File: src/rtl/knn_result_streamer.sv
// Captures the KNN core's classification array on the rising edge of done and
// streams it out one result per valid/ready beat. Optional histogram: RESULT_HISTOGRAM_EN.
module knn_result_streamer #(
  parameter int unsigned  QUERY_DATA_POINTS = 8,
  parameter int unsigned  CLASSIFICATIONS   = 4,
  localparam int unsigned CW = $clog2(CLASSIFICATIONS),
  localparam int unsigned IW = $clog2(QUERY_DATA_POINTS),
  localparam int unsigned HW = $clog2(QUERY_DATA_POINTS + 1)
) (
  input  logic                               clk,
  input  logic                               reset,
  input  logic                               knn_done,
  input  logic [QUERY_DATA_POINTS-1:0][CW-1:0] classif,
  output logic                               out_valid,
  input  logic                               out_ready,
  output logic [IW-1:0]                      out_index,
  output logic [CW-1:0]                      out_class,
  output logic                               out_last,
  output logic                               busy,
  output logic                               overrun
`ifdef RESULT_HISTOGRAM_EN
  ,
  output logic [CLASSIFICATIONS-1:0][HW-1:0] class_count,
  output logic                               hist_valid
`endif
);

  localparam logic [IW-1:0] LAST_IDX = IW'(QUERY_DATA_POINTS - 1);

  typedef enum logic {
    S_IDLE,
    S_STREAM
  } state_e;

  state_e                              state_q, state_d;
  logic [QUERY_DATA_POINTS-1:0][CW-1:0] buf_q, buf_d;
  logic [IW-1:0]                       idx_q, idx_d;
  logic [CW-1:0]                       class_q, class_d;
  logic                                valid_q, valid_d;
  logic                                last_q, last_d;
  logic                                busy_q, busy_d;
  logic                                overrun_q, overrun_d;
  logic                                done_q;
  logic                                rise;
  logic                                accept;
  logic                                capture;

  assign rise   = knn_done & ~done_q;
  assign accept = valid_q & out_ready;

  // Next state; a rise coinciding with the final handshake starts a new capture.
  always_comb begin
    state_d   = state_q;
    buf_d     = buf_q;
    idx_d     = idx_q;
    overrun_d = overrun_q;
    capture   = 1'b0;
    case (state_q)
      S_IDLE: capture = rise;
      S_STREAM: begin
        if (accept && last_q) begin
          capture = rise;
          if (!rise) state_d = S_IDLE;
        end else begin
          if (accept) idx_d = idx_q + IW'(1);
          if (rise)   overrun_d = 1'b1;
        end
      end
      default: state_d = S_IDLE;
    endcase
    if (capture) begin
      buf_d   = classif;
      idx_d   = '0;
      state_d = S_STREAM;
    end
    valid_d = (state_d == S_STREAM);
    busy_d  = valid_d;
    last_d  = valid_d && (idx_d == LAST_IDX);
    class_d = buf_d[idx_d];
  end

  always_ff @(posedge clk or negedge reset) begin
    if (!reset) begin
      state_q   <= S_IDLE;
      buf_q     <= '0;
      idx_q     <= '0;
      class_q   <= '0;
      valid_q   <= 1'b0;
      last_q    <= 1'b0;
      busy_q    <= 1'b0;
      overrun_q <= 1'b0;
      done_q    <= 1'b0;
    end else begin
      state_q   <= state_d;
      buf_q     <= buf_d;
      idx_q     <= idx_d;
      class_q   <= class_d;
      valid_q   <= valid_d;
      last_q    <= last_d;
      busy_q    <= busy_d;
      overrun_q <= overrun_d;
      done_q    <= knn_done;
    end
  end

  assign out_valid = valid_q;
  assign out_index = idx_q;
  assign out_class = class_q;
  assign out_last  = last_q;
  assign busy      = busy_q;
  assign overrun   = overrun_q;

`ifdef RESULT_HISTOGRAM_EN
  logic [CLASSIFICATIONS-1:0][HW-1:0] cnt_q, cnt_d;
  logic                               hv_q, hv_d;

  // Counts accepted beats per class; a capture restarts the histogram.
  always_comb begin
    cnt_d = cnt_q;
    hv_d  = hv_q;
    if (capture) begin
      cnt_d = '0;
      hv_d  = 1'b0;
    end else if (accept) begin
      if (32'(class_q) < CLASSIFICATIONS) cnt_d[class_q] = cnt_q[class_q] + HW'(1);
      if (last_q) hv_d = 1'b1;
    end
  end

  always_ff @(posedge clk or negedge reset) begin
    if (!reset) begin
      cnt_q <= '0;
      hv_q  <= 1'b0;
    end else begin
      cnt_q <= cnt_d;
      hv_q  <= hv_d;
    end
  end

  assign class_count = cnt_q;
  assign hist_valid  = hv_q;
`endif

endmodule

File: config.mk
export PLATFORM = sky130hd
export DESIGN_NAME = knn_result_streamer
export DESIGN_NICKNAME = d
export VERILOG_FILES = /design/src/rtl/knn_result_streamer.sv
export SDC_FILE = /design/constraint.sdc
export NUM_CORES = 1
export LEC_CHECK = 0
export BUFFER_PORTS_ARGS = -buffer_cell sky130_fd_sc_hd__buf_2
export CORE_MARGIN = 2
export CORE_UTILIZATION = 55
export DETAILED_ROUTE_END_ITERATION = 10
export MAX_ROUTING_LAYER = met4
export PLACE_DENSITY = 0.86
export REMOVE_ABC_BUFFERS = 1
export SYNTH_ARGS = -nofsm -noshare
export SYNTH_HDL_FRONTEND = slang
export SYNTH_SLANG_ARGS = --single-unit
File: constraint.sdc
create_clock -name clk -period 4.48 [get_ports clk]
set_input_delay 0.224 -clock clk [delete_from_list [all_inputs] [get_ports clk]]
set_output_delay 0.224 -clock clk [all_outputs]
set_load 0.03 [all_outputs]
* Word-level counts from Yosys, hierarchy flattened
Index checks and enable logic that the tools add are counted.
W data, S select, Z words.
** Cells by class
- $lt $le $gt $ge :: 1
- Bitwise gates (word level) :: 5
- Reductions and logical operators :: 3
- Equality and inequality tests :: 1
- Add/subtract/negate cells :: 1
- Muxes and demuxes :: 13
** Operators by type and width (number)
- $mux W16 :: 1
- $mux W3 :: 4
- $bmux W2 S3 :: 1
- $mux W1 :: 5
- $lt A3 B4 Y1 const B :: 1
- $add A3 B1 Y3 const B :: 1
- $eq A3 B3 Y1 const B :: 1
- $not A1 Y1 :: 3
- $reduce_and A3 Y1 :: 1
- $and A1 B1 Y1 :: 2
- $logic_and A1 B1 Y1 :: 2
- $mux W2 :: 1
- $pmux W1 S2 :: 1
** Storage, ports and cells
- Output and inout bits :: 9
- Register bits after elaboration :: 25

* Logic depth before layout (Yosys ltp)
- Word-level depth :: 7
- Gate-level depth with buffers :: 8
- Mapped depth without buffers :: 7

* Worst setup path before layout
OpenSTA, ideal clock, no wires.
- Path kind :: register to register
- From :: reg idx_q[0] (netlist: out_index[0])
- To :: reg class_q[1] (netlist: out_class[1])
- Clock period less this slack :: 1.973 ns
- Stages on the path, launching flop included :: 8
- Data arrival time :: 1.842 ns
- Path slack :: 2.507 ns
- Data required time :: 4.349 ns
- Cells stage by stage :: dfrtp_1 ha_1 and4b_1 a31o_1 or2_0 clkbuf_1 a311oi_1 a21oi_1
** On the way
- Longest elaborated chain between the ends :: 7
** RTL lines
- start: declaration :: RTL line 37 : logic [IW-1:0] idx_q, idx_d;
- start signal: assignment :: RTL line 96 : idx_q <= idx_d;
- $add A3 B1 Y3 :: RTL line 65 : if (accept) idx_d = idx_q + IW'(1);
- $mux W3 :: RTL line 65
- $mux W3 :: RTL line 61 : if (accept && last_q) begin
- $mux W3 :: RTL line 58 : case (state_q)
- $mux W3 :: RTL line 71 : if (capture) begin
- net idx_d[1] :: RTL line 37
- $bmux W2 S3 :: RTL line 79 : class_d = buf_d[idx_d];
- $mux W2 (implied by the code) :: RTL line 79
- net class_d[1] :: RTL line 38 : logic [CW-1:0] class_q, class_d;
- end signal: assignment :: RTL line 97 : class_q <= class_d;
- end: declaration :: RTL line 38
The timed path passes the listed nets, and every way through them passes these cells. The select of a mux whose other input is x is not followed.
A chain may end at the register's enable or synchronous reset.

* Worst setup path in the final report
- From :: reg idx_q[0] (netlist: out_index[0])
- To :: reg class_q[1] (netlist: out_class[1])
** On the way
- Longest elaborated chain between the ends :: 7
** RTL lines (RTL line)
- $add A3 B1 Y3 :: 65
- $mux W3 :: 65
- $mux W3 :: 61
- $mux W3 (*) :: 58
- $mux W3 (*) :: 71
- $bmux W2 S3 (*) :: 79
- $mux W2 (implied by the code) (*) :: 79
- net class_d[1] :: 38
Mark *: on every way through the listed nets, which the timed path passes. The rest lies on a longest branch. The select of a mux whose other input is x is not followed.

==> impl_metrics.json <==
{
  "endpoint_kind": "flip-flop",
  "synthCells": 109,
  "crit_arrival_ns": 2.19,
  "grt_pass1_wl_um": 4090,
  "cts_sinks": 25,
  "wl_met2_um": 1220,
  "place_area_mm2": 0.00137,
  "vias_per_cell": 5.70,
  "power.leakage_nw": 0.682,
  "top_layer": "met4",
  "cts_buffer_depth": 2,
  "clock_latency_ns": 0.31,
  "maxSlewHeadroom_pct": 62.8,
  "row_count": 17,
  "met1Wirelength_um": 1060,
  "status": "finished, final reports clean",
  "power.density_mw_per_mm2": 716,
  "final_cell_area_mm2": 0.00141,
  "maxSlewViolCount": 0,
  "yosys_warnings": 0,
  "grt_usage_pct": 21.7,
  "period_share_pct": 44.4,
  "initial_core_util_pct": 57.0,
  "max_freq_ghz": 0.503,
  "path_cells": "ha_1 -> nand4b_1 -> xnor2_1 -> nand2_1 -> a311oi_1 -> a21oi_1",
  "netlist_area_mm2": 0.00122,
  "dpl.cell_count": 160,
  "yosysSeqAreaShare_pct": 51.1,
  "cpLargestDelayFamily": "flip-flops",
  "cts.htree.levels": 1,
  "antenna_found_initial": 0,
  "finish.utilization_pct": 65.6,
  "wl_met3_um": 77,
  "drt_iter0_markers": 11,
  "syn_area_per_cell_um2": 11.2,
  "io_pins": 29,
  "layout.nets": 159,
  "clk_pin_slew_ns": 0.13,
  "dr.pass1.iters": 4,
  "final_cell_count_no_fill": 165,
  "numCtsBuffers": 3,
  "die_x_um": 51.2,
  "wl_per_cell_um": 14.6,
  "start_kind": "flip-flop",
  "finalClockSkew_ns": 0.00243,
  "die_area_mm2": 0.00262,
  "worstHoldPathType": "in2reg",
  "rsz0062_at_grt": "false",
  "ir_worst_vdd_v": 0.000393,
  "grt.overflow.total": 0,
  "cts_root_buf": "clkbuf_4",
  "globalplace.congestion": 0.852,
  "postCtsSetupBuffers": 0,
  "routed-via-count": 940,
  "n_fill_cell": 168,
  "path_buf_inv": 0,
  "grt_max_degree": 26,
  "ys_seq_elements": 25,
  "core_area_mm2": 0.00215,
  "critPathMaxFanout": 8,
  "totalWireLength_um": 2410,
  "critPathSlowestCell": "dfrtp_1",
  "antenna_cells": 0,
  "drc": 0,
  "tightest_slew_ns": 0.558,
  "tns_ns": 0,
  "grt_pass1_vias": 943,
  "drive_above_1_share_pct": 32.8,
  "critical_path.max_stage_delay_ns": 0.53,
  "post-route-min-period_ns": 1.99,
  "synthTopCellsByArea": "dfrtp_1, mux2_2, o21ai_0",
  "yosysTopAreaCellShare_pct": 51.1,
  "synth.distinct_cells": 39,
  "area_delta_synth_final_pct": 15.1,
  "cts_tree": "built",
  "synth_top_area_cell": "dfrtp_1",
  "finalSetupViolations": 0,
  "max_cap_violations": 0,
  "hold_viol_final": 0,
  "worstSetupPathType": "reg2reg",
  "cp.required_ns": 4.68,
  "postRouteAntennaNets": 0,
  "io_buffers": 28,
  "dpl.hpwl_um": 1760,
  "dieHeight_um": 51.2
}
[repair_timing]
item,CTS,global route
gates resized for setup,0,0
hold buffers,1,0
endpoints found under the hold margin,25,0
[worst paths after layout]
kind / startpoint / to / slack, ns / depth (start not counted)
min in group asynchronous: reset / buf_q[10] / 0.43 / 2
hold reg to reg: overrun / overrun / 0.49 / 1
setup / recovery: out_index[0] / out_class[1] / 2.49 / 6
setup reg to reg: out_index[0] / out_class[1] / 2.49 / 6
max in group asynchronous: reset / buf_q[12] / 3.68 / 2
hold / removal: knn_done / done_q / 0.03 / 1
[placed cells by master (no fill, tap or decap), drive strengths merged, types with 3 or more instances in the layout]
cell type  synthesis  layout
a21oi              3       3
nand2              7       7
inv                7       7
clkbuf             1       4
buf                4      28
dfrtp             25      25
o21ai             13      13
o211ai             4       4
nand2b             3       3
mux2              10      10
and3               3       3
[registers in the layout, indices dropped and copies added (netlist names)]
signal,count
buf_q,16
busy,1
done_q,1
out_class,2
out_index,3
out_last,1
overrun,1
[per-layer routing]
layer / global-route usage (%) / up-vias
met5: - / -
met4: 12.2 / 0
met3: 2.92 / 4
met2: 34.0 / 26
met1: 27.2 / 456
li1: - / 454
[power breakdown]
| part | leakage, nW | internal [W] | switching, W | total [W] |
|---|---|---|---|---|
| registers | 0.302 | 0.000325 | 0.0000663 | 0.000391 |
| logic | 0.364 | 0.000218 | 0.000299 | 0.000516 |
| clock network | 0.0150 | 0.0000348 | 0.0000659 | 0.000101 |
[layout make-up]
class / count / area (um2) / share of cell area (%)
clock buffer: 4 / 26.3 / 1.87
inverter: 7 / 26.3 / 1.87
multi-input combinational: 72 / 546 / 38.7
sequential: 25 / 626 / 44.4
tap: 28 / 35.0 / 2.49
timing repair buffer: 29 / 150 / 10.7
[synthesized netlist by cell type, drive strengths merged]
cell,number
a21oi,3
and3b,1
nand4b,1
o21bai,1
buf,4
mux2i,1
nand2b,3
a21o,1
a21boi,2
xor2,2
clkbuf,1
and4b,1
ha,1
nor2,2
and4bb,1
dfrtp,25
or2,1
a31o,1
o211ai,4
o21ai,13
nand3,2
o22ai,2
o32ai,1
inv,7
and3,3
nand2,7
o21a,1
mux2,10
a21bo,1
a311oi,2
xnor2,1
and4,1
o221ai,2
[through the flow]
step | hold WS (ns) | setup slack [ns] | total power, W
2_1_floorplan | -0.0716 | 2.45 | 0.000780
3_3_place_gp | 0.229 | 2.59 | 0.000889
3_5_place_dp | 0.240 | 2.51 | 0.000913
4_1_cts | 0.0221 | 2.49 | 0.00101
5_1_grt | 0.0104 | 2.25 | 0.00109
6_report | 0.0255 | 2.49 | 0.00101
[cell families after synthesis]
| family | Yosys count | share of synthesized area [%] |
|---|---|---|
| compound gates | 34 | 19.6 |
| flops | 25 | 51.1 |
| simple gates | 23 | 11.8 |
| buf+inv | 12 | 4.29 |
| mux | 11 | 10.0 |
| xor+xnor | 3 | 2.15 |
| fa+ha+maj | 1 | 1.02 |
(Power assumes the default switching activity.)
